[src/rtl/block_serializer.sv]
// Reads WIDTH-bit blocks from an upstream FIFO and emits them MSB-first as a
// BYTE-wide valid/ready stream, counting completed blocks.
module block_serializer #(
  parameter int WIDTH = 64,
  parameter int BYTE  = 8
) (
  input  logic             clk,
  input  logic             rst,
  input  logic             fifo_empty,
  output logic             fifo_re,
  input  logic [WIDTH-1:0] fifo_data,
  output logic [BYTE-1:0]  m_data,
  output logic             m_valid,
  input  logic             m_ready,
  output logic             m_last,
  output logic             busy,
  output logic [15:0]      blk_count,
  output logic [1:0]       fsm_state
);

  localparam int NB   = WIDTH / BYTE;
  localparam int IDXW = (NB > 1) ? $clog2(NB) : 1;
  localparam logic [IDXW-1:0] LAST_IDX = IDXW'(NB - 1);

  typedef enum logic [1:0] {
    IDLE  = 2'd0,
    FETCH = 2'd1,
    SEND  = 2'd2
  } state_t;

  state_t           state;
  state_t           state_next;
  logic [WIDTH-1:0] shreg;
  logic [IDXW-1:0]  idx;
  logic             xfer;

  // Stream handshake: a byte moves on any cycle where m_valid and m_ready are
  // both high; while m_ready is low in SEND, m_data/m_last/idx hold.
  assign m_data    = shreg[WIDTH-1 -: BYTE];
  assign xfer      = m_valid && m_ready;
  assign fsm_state = state;

  always_comb begin
    state_next = state;
    fifo_re    = 1'b0;
    m_valid    = 1'b0;
    m_last     = 1'b0;
    busy       = (state != IDLE);
    case (state)
      IDLE: begin
        fifo_re = !fifo_empty;
        if (!fifo_empty) state_next = FETCH;
      end
      FETCH: state_next = SEND;
      SEND: begin
        m_valid = 1'b1;
        m_last  = (idx == LAST_IDX);
        // Chain straight into the next fetch so only one bubble separates blocks.
        if (m_ready && (idx == LAST_IDX)) begin
          fifo_re    = !fifo_empty;
          state_next = fifo_empty ? IDLE : FETCH;
        end
      end
      default: state_next = IDLE;
    endcase
    // Reset is synchronous, so the state may still be live during the reset
    // cycle; outputs are forced quiet so no word is popped or presented.
    if (rst) begin
      fifo_re = 1'b0;
      m_valid = 1'b0;
      m_last  = 1'b0;
      busy    = 1'b0;
    end
  end

  always_ff @(posedge clk) begin
    if (rst) begin
      state     <= IDLE;
      idx       <= '0;
      shreg     <= '0;
      blk_count <= '0;
    end else begin
      state <= state_next;
      case (state)
        FETCH: begin
          shreg <= fifo_data;
          idx   <= '0;
        end
        SEND: begin
          if (xfer) begin
            if (idx == LAST_IDX) begin
              blk_count <= blk_count + 16'd1;
            end else begin
              shreg <= shreg << BYTE;
              idx   <= idx + 1'b1;
            end
          end
        end
        default: ;
      endcase
    end
  end

endmodule

[config.mk]
export PLATFORM = sky130hd
export DESIGN_NAME = block_serializer
export DESIGN_NICKNAME = d
export VERILOG_FILES = /design/src/rtl/block_serializer.sv
export SDC_FILE = /design/constraint.sdc
export NUM_CORES = 1
export LEC_CHECK = 0
export ABC_AREA = 1
export BUFFER_PORTS_ARGS = -buffer_cell sky130_fd_sc_hd__buf_4
export CAP_MARGIN = 40
export CELL_PAD_IN_SITES_DETAIL_PLACEMENT = 1
export CELL_PAD_IN_SITES_GLOBAL_PLACEMENT = 1
export CORE_UTILIZATION = 35
export CTS_BUF_LIST = sky130_fd_sc_hd__clkbuf_2 sky130_fd_sc_hd__clkbuf_4 sky130_fd_sc_hd__clkbuf_8
export DETAILED_ROUTE_END_ITERATION = 8
export PLACE_DENSITY = 0.81
export SETUP_SLACK_MARGIN = 0.4
export SYNTH_ARGS = -nofsm -noshare
export SYNTH_HDL_FRONTEND = slang
export SYNTH_SLANG_ARGS = --single-unit
[constraint.sdc]
create_clock -name clk -period 1.5 [get_ports clk]
set_input_delay 0.225 -clock clk [delete_from_list [all_inputs] [get_ports clk]]
set_output_delay 0.225 -clock clk [all_outputs]
set_load 0.005 [all_outputs]
After elaboration in Yosys (flattened, before gate mapping)
Cells that the tools add are included.

storage, ports and cells
  bits in registers = 85
  input port bits = 68
  output and inout bits = 30
  logic and storage cells = 40

cells by class
  add/sub/neg operators = 2
  eq/ne operators = 7
  multiplexer cells = 18
  reduce and logical (&&, ||, !) cells = 9

operators with widths
  operator                 number
  $mux W64                 2
  $pmux W64 S2             1
  $add A16 B1 Y16 const B  1
  $mux W1                  8
  $ne A2 B2 Y1 const B     4
  $mux W3                  2
  $pmux W2 S3              1
  $pmux W3 S2              1
  $reduce_and A3 Y1        2
  $mux W2                  2
  $reduce_bool A2 Y1       2
  $add A3 B1 Y3 const B    1
  $eq A3 B3 Y1 const B     1
  $eq A2 B1 Y1 const B     1
  $eq A2 B2 Y1 const B     1
  $logic_and A1 B1 Y1      2
  $logic_not A2 Y1         1
  $pmux W1 S2              1
  $reduce_and A2 Y1        1
  $logic_not A1 Y1         1

Depth between registers and ports, before layout
Gate-level depths: netlist of the first run.

  depth after elaboration = 6
  mapped depth = 10
  gate-level depth less buffers = 9

Least setup slack after synthesis of the first run
Ideal clock, no wire load.

  kind = register to register
  start point = register idx[0]
  end point = register shreg[14]
  library setup time = 116 ps
  arrival = 1,478 ps
  path slack = -94 ps
  stages on the path, launching flop included = 9
  buffers on the path = 2
  cells stage by stage = dfxtp_1 > ha_1 > ha_1 > nor2_2 > a21oi_4 > buf_4 > buf_4 > nor2_1 > nor2_1

on the way
  longest elaborated chain between the ends = 3

ends and longest elaborated chain
  what                         RTL line  RTL
  from (decl)                  34        logic [IDXW-1:0] idx;
  from (signal assigned)       95        idx <= idx + 1'b1;
  $eq A3 B3 Y1                 91        if (idx == LAST_IDX) begin
  $ne A2 B2 Y1 (no line)       --
  $reduce_and A3 Y1 (no line)  --
  to (signal assigned)         86        shreg <= fifo_data;
  to (signal assigned)         94        shreg <= shreg << BYTE;
  to (decl)                    33        logic [WIDTH-1:0] shreg;

Every way passes these cells.
A chain may end at the register's enable or synchronous reset.

Worst setup path in the final report of the first run
  start point = register idx[1]
  end point = register shreg[10]

The elaborated chain is that of the path after synthesis.

==> out/metrics.yaml, run 1 <==
status:
  status: "finished with violations"
  violations: "design-rule violations, negative setup slack"
timing:
  worstMarginPinSlew_ns: 0.370
  finClkSkew_ns: 0.0219
  drv_slew: 0
  rsz0062_at_grt: "yes"
  final.min_clock_period_ns: 1.87
  hold_violations: 0
  fmax_mhz: 533
  setup_viol: 86
  maxSlewHeadroom_pct: 75.3
  setup_slack_ns: -0.375
  fin_tns_setup_ns: -18.43
  period_share_pct: 125
routing:
  drt-total-wl_um: 22300
  route.detailed.drc: 6
  ant_nets: 0
  drt_iter0_markers: 488
  avgViaCountPerCell: 5.77
  wire_per_inst_um: 24.3
  first_pass_iters: 6
  vias: 5298
logic_synthesis:
  ys.flop_type: "dfxtp_1"
  netlist_area_sq_um: 4210
  syn_area_per_cell_sq_um: 6.63
  synth_cells: 635
  yosysSeqAreaShare_pct: 40.4
  synth_cell_types: 27
  synth_nets: 706
  async_flop_share_pct: 0
  ys_warn_count: 0
  ys_ff_latch: 85
  synth_edf_count: 0
setup_path:
  critPathCapture: "shreg[10]$_SDFFE_PP0P_"
  rr_worst_depth: 11
  reg2reg_from: "idx[1]$_SDFFE_PP0P_"
  start_kind: "register"
  cp_cell_sequence: "ha_4, ha_4, buf_6, nor2_4, buf_6, nand2_8, nand2_8, buf_12, buf_16, o21ai_2, nor2_1"
  critPathLaunch: "idx[1]$_SDFFE_PP0P_"
  cp.buffers_inverters: 4
  path_class: "register to register"
  worst-path-stages: 11
  critPathArrivalTime_ns: 2.18
  endpoint_kind: "register"
  crit_slowest_cell: "dfxtp_2"
  crit_path_max_fanout: 8
  required_ns: 1.80
  r2r-end: "shreg[10]$_SDFFE_PP0P_"
  path_delay_family: "buffers and inverters"
  r2r_slack_ns: -0.37
  worst_path_largest_cell_delay_ns: 0.35
global_routing:
  antenna_found_initial: 0
  gr-usage-all-layers_pct: 28.2
  grt_pass1_wl_um: 27400
  grt_max_degree: 57
  overflow: 0
  grt_pass1_vias: 5172
placement:
  portBuffers: 97
  gp_congestion: 0.752
  hpwl_um: 8600
power_and_ir_drop:
  p_leak_nw: 3.08
  worst_ir_drop_vdd_mv: 0.399
  power_w: 0.00613
  powerDensity_nw_per_um2: 891
final_layout:
  drive_above_1_share_pct: 43.1
  antenna_cells: 0
  layout.nets: 841
  syn2layout_area_growth_pct: 63.3
cts:
  cts.reportedPaths.clkPinSlew_ns: 0.11
  cts_buffers: 9
  clk_path_buf_depth: 2
  cts_max_level: 3
  clkLatencyLatePin_ns: 0.39
  cts_tree: "built"
  cts_root_buffer: "clkbuf_8"
  numClockSinks: 85
die:
  die_h_um: 112
  io_pins: 98
  die_w_um: 112
  core_sq_um: 11600
  start_util_pct: 36.4
  dieArea_sq_um: 12500
  rows: 39
worst_hold_path:
  hold_depth: 3
  holdCritPathClass: "input pin to register"
run:
  cap_viol_max_count: 0
==> worst register-to-register path: stages, from the launching register on <==
cell and delay (ns):
dfxtp_2 0.35, ha_4 0.17, ha_4 0.17, buf_6 0.12, nor2_4 0.11, buf_6 0.14
nand2_8 0.06, nand2_8 0.13, buf_12 0.15, buf_16 0.14, o21ai_2 0.06, nor2_1 0.19
==> state kept, by name, indices dropped and copies added, names as in the netlist <==
name / flops
blk_count: 16
shreg: 64
idx: 3
fsm_state: 2
==> repair_timing <==
item / 4_1_cts / 5_1_grt
setup buffers: 35 / 11
pin swaps: 16 / 59
gates cloned: 8 / 9
setup endpoints to repair: 106 / 107
hold endpoints to repair: 1 / 0
gates resized for setup: 121 / 108
hold buffers: 1 / 0
==> per-layer routing <==
layer	GRT usage, %	up-vias	wire length, um
met5	0	-	0
met1	34.5	2605	8560
met3	4.90	105	1290
met4	11.9	0	1340
met2	48.5	272	11100
li1	-	2316	-
==> synthesized netlist by cell type, types with 5 or more instances <==
cell type  count  share of area, %
o21ai_0       37               4.4
dfxtp_1       85                40
clkbuf_1      11              0.98
nor2_1       142                13
buf_6          5               1.3
nand2_1      160                14
inv_1         15               1.3
nand3_1       78               9.3
o21ai_1       21               2.5
buf_2         12               1.4
a21oi_1       22               2.6
buf_4         18               3.2
==> per-stage QoR <==
step	cells	utilization, %	hold slack, ns	worst slack (ns)	area [sq um]
floorplan	635	-	0.290	0.132	4330
global placement	838	44.1	0.389	0.0508	5100
detailed placement	838	44.1	0.400	-0.0162	5100
CTS	898	53.7	0.111	-0.221	6220
global route	918	59.5	0.110	-0.419	6880
finish	918	59.5	0.114	-0.375	6880
==> layout by cell type, fill, tap and decap left out, drive strengths merged <==
cell type,n
clkbuf,18
nor2,148
ha,3
nor3,4
dlygate4sd3,1
bufinv,2
bufbuf,2
o22ai,1
a21oi,23
nand2,163
clkinv,4
inv,16
dfxtp,85
o21ai,58
buf,165
nand4,3
nand3,79
==> area by class of cell <==
class,instances,area (sq um)
Sequential cell,85,1770
Multi-Input combinational cell,482,2700
Clock inverter,4,70.1
Tap cell,143,179
Clock buffer,12,159
Timing Repair Buffer,174,1910
Fill cell,1385,4690
Inverter,18,90.1
==> where the power goes <==
group / switching, W / internal, W / total, W
combinational: 0.000867 / 0.000729 / 0.00160
clock: 0.000964 / 0.00104 / 0.00201
sequential: 0.000132 / 0.00239 / 0.00252
total: 0.00196 / 0.00416 / 0.00613
==> logic make-up (layout without fill, tap and decap cells) <==
kind of cell	after synthesis	after routing	synth area share, %
simple gates	397	397	39.6
compound gates	82	82	10.0
buf+inv	68	208	9.06
flops	85	85	40.4
fa+ha+maj	3	3	0.891
==> how the worst min path moves through the flow <==
stage / slack (ns) / end / from
2_1_floorplan: 0.29 / fsm_state[0]$_SDFFE_PP0P_ / fifo_empty
3_3_place_gp: 0.39 / fsm_state[0]$_SDFFE_PP0P_ / fifo_empty
3_5_place_dp: 0.40 / fsm_state[0]$_SDFFE_PP0P_ / fifo_empty
4_1_cts: 0.11 / shreg[1]$_SDFFE_PP0P_ / fifo_data[1]
5_1_grt: 0.11 / shreg[3]$_SDFFE_PP0P_ / fifo_data[3]
6_report: 0.11 / shreg[3]$_SDFFE_PP0P_ / fifo_data[3]
(Power assumes the default switching activity.)
==> inputs of run 2 (changes only) <==
==> constraint.sdc (replaced) <==
create_clock -name clk -period 1.5 [get_ports clk]
set_input_delay 0.225 -clock clk [delete_from_list [all_inputs] [get_ports clk]]
set_output_delay 0.225 -clock clk [all_outputs]
set_load 0.1 [all_outputs]
==> run 2 against run 1 <==
- the run still ends with design-rule violations, negative setup slack left
- cell count increased by 0.54%
- sequential power about the same
- sequential share of layout area decreased by 1.9 points
- combinational power increased by 28%
- clock power decreased by 4%
- critical path depth unchanged
- via count decreased by 0.53%
- die area unchanged
- critical path type unchanged
- largest cell class unchanged
- largest power group unchanged
- highest routed layer unchanged
==> out/metrics.yaml, run 2 (same netlist as run 1, synthesis figures left out) <==
placement:
  portBuffers: 97  # unchanged
  gp_congestion: 0.751  # was 0.752
  hpwl_um: 9120  # was 8600 um
  placed_area_sq_um: 5220  # was 5100 sq um
setup_path:
  rr_worst_depth: 11  # unchanged
  worst_path_largest_cell_delay_ns: 0.38  # was 0.35 ns
  crit_path_max_fanout: 7  # was 8
  reg2reg_from: "idx[0]$_SDFFE_PP0P_"  # was idx[1]$_SDFFE_PP0P_
  path_class: "register to register"  # unchanged
  cp_cell_sequence: "ha_4, ha_4, buf_6, nor2_4, buf_6, a21oi_4, buf_6, buf_12, buf_16, nor2_4, nor2_1"  # was ha_4, ha_4, buf_6, nor2_4, buf_6, nand2_8, nand2_8, buf_12, buf_16, o21ai_2, nor2_1
  crit_top_cell: "buf_6"
  crit_slowest_cell: "dfxtp_2"  # unchanged
  r2r_slack_ns: -0.41  # was -0.37 ns
  r2r-end: "shreg[12]$_SDFFE_PP0P_"  # was shreg[10]$_SDFFE_PP0P_
  endpoint_kind: "register"  # unchanged
  critPathArrivalTime_ns: 2.21  # was 2.18 ns
  required_ns: 1.80  # about the same
  start_kind: "register"  # unchanged
power_and_ir_drop:
  powerDensity_nw_per_um2: 871  # was 891 nW/um^2
  p_leak_nw: 3.17  # was 3.08 nW
  worst_ir_drop_vdd_mv: 0.534  # was 0.399 mV
global_routing:
  antenna_found_initial: 0  # unchanged
  grt_max_degree: 38  # was 57
  gr-usage-all-layers_pct: 31.8  # was 28.2%
  grt_pass1_wl_um: 30700  # was 27400 um
  grt_pass1_vias: 5575  # was 5172
  overflow: 0  # unchanged
die:
  io_pins: 98  # unchanged
  dieArea_sq_um: 12500  # unchanged
  die_h_um: 112  # unchanged
  start_util_pct: 36.4  # unchanged
  die_w_um: 112  # unchanged
  rows: 39  # unchanged
  core_sq_um: 11600  # unchanged
final_layout:
  largest_register_ffs: 64  # unchanged
  final_common_cell: "nand2_1"  # unchanged
  layout.nets: 847  # was 841
  syn2layout_area_growth_pct: 77.5  # was 63.3%
  layout_common_cells: "nand2_1, buf_4, nand3_1"  # was nand2_1, buf_4, nor2_1
  final_area_sq_um: 7470  # was 6880 sq um
  antenna_cells: 0  # unchanged
  top_register: "shreg"  # unchanged
  drive_above_1_share_pct: 47.4  # was 43.1%
  reg.largest.list: "shreg x64, blk_count x16, idx x3"  # unchanged
cts:
  cts_max_level: 3  # unchanged
  cts_root_buffer: "clkbuf_8"  # unchanged
  cts.reportedPaths.clkPinSlew_ns: 0.10  # was 0.11 ns
  clkLatencyLatePin_ns: 0.38  # was 0.39 ns
  clk_path_buf_depth: 2  # unchanged
  cts_buffers: 9  # unchanged
  numClockSinks: 85  # unchanged
  cts_tree: "built"  # unchanged
worst_hold_path:
  holdCritPathClass: "input pin to register"  # unchanged
  min-delay-start: "fifo_empty"  # was fifo_data[3]
  hold_depth: 2  # was 3
  hold_end: "fsm_state[0]$_SDFFE_PP0P_"  # was shreg[3]$_SDFFE_PP0P_
routing:
  wl_met2_um: 11300  # was 11100 um
  drt_iter0_markers: 529  # was 488
  vias: 5270  # was 5298
  drt-total-wl_um: 22400  # was 22300 um
  avgViaCountPerCell: 5.71  # was 5.77
  wire_per_inst_um: 24.2  # was 24.3 um
  route.detailed.drc: 8  # was 6
  drt-met1-wl_um: 8590  # was 8560 um
  ant_nets: 0  # unchanged
  wl_met3_um: 1420  # was 1290 um
  route.top_layer_used: "met4"  # unchanged
  first_pass_iters: 8  # was 6
timing:
  fin_tns_setup_ns: -20.53  # was -18.43 ns
  fmax_mhz: 523  # was 533 MHz
  setup_slack_ns: -0.410  # was -0.375 ns
  rsz0062_at_grt: "yes"  # unchanged
  drv_slew: 0  # unchanged
  final.min_clock_period_ns: 1.91  # was 1.87 ns
  maxSlewHeadroom_pct: 74.6  # was 75.3%
  finClkSkew_ns: 0.0141  # was 0.0219 ns
  period_share_pct: 127  # was 125%
  hold_violations: 0  # unchanged
  setup_viol: 86  # unchanged
  worstMarginPinSlew_ns: 0.381  # was 0.370 ns
status:
  violations: "design-rule violations, negative setup slack"  # unchanged
  status: "finished with violations"  # unchanged
run:
  cap_viol_max_count: 0  # unchanged
run 2: changes by cell type in the layout (fill, tap and decap cells not counted), moves of 9 or more:
cell / change
buf_12: +35
buf_4: -14
buf_6: -9
nor2_1: -31
nor2_4: +34
o21ai_1: +12
o21ai_2: -11
run 2: power breakdown:
part	internal, W	switching (W)	leakage, nW	total (W)
Clock	0.000993	0.000938	0.109	0.00193
Sequential	0.00239	0.000143	0.714	0.00253
Combinational	0.000867	0.00118	2.35	0.00204
run 2: cell type report:
cell class	instances	area [sq um]
clock buffer	11	145
clock inverter	4	72.6
fill	1301	4090
inverter	18	90.1
multi-input combinational	482	2950
sequential	85	1780
tap	143	179
timing repair buffer	180	2260
run 2: worst max-delay path by stage:
stage	endpoint	cells after the start	startpoint	slack [ns]
CTS	fifo_re	7	idx[0]$_SDFFE_PP0P_	-0.27
global placement	shreg[38]$_SDFFE_PP0P_	8	idx[0]$_SDFFE_PP0P_	-0.02
finish	shreg[12]$_SDFFE_PP0P_	11	idx[0]$_SDFFE_PP0P_	-0.41
floorplan	busy	5	fsm_state[0]$_SDFFE_PP0P_	-0.29
detailed placement	shreg[58]$_SDFFE_PP0P_	8	idx[0]$_SDFFE_PP0P_	-0.11
global route	shreg[12]$_SDFFE_PP0P_	11	idx[0]$_SDFFE_PP0P_	-0.47
run 2: per-stage QoR:
step	utilization, %	power, W	instances	setup slack [ns]	hold WS [ns]
floorplan	-	0.00338	635	-0.288	0.288
global placement	45.2	0.00366	844	-0.0157	0.404
detailed placement	45.2	0.00370	844	-0.106	0.419
CTS	60.4	0.00610	913	-0.272	0.0147
global route	64.6	0.00670	923	-0.467	0.0456
finish	64.6	0.00651	923	-0.410	0.0506
run 2: metal layers:
metal  vias up  global-route usage [%]
met1      2610                    36.7
met4         0                    15.4
li1       2313                       -
met5         -                       0
met3        76                    4.46
met2       271                    57.6
run 2: timing repair:
action,CTS,global route
setup endpoints to repair,114,115
buffers inserted,43,10
gates resized for setup,240,103
hold buffers,0,0
pin swaps,25,81
gates cloned,11,0
run 2: worst max-delay path, delay by kind of cell (launching register included):
kind,cells,cell delay [ns]
flops,1,0.38
compound gates,1,0.23
fa+ha+maj,2,0.31
buf+inv,5,0.68
simple gates,3,0.24
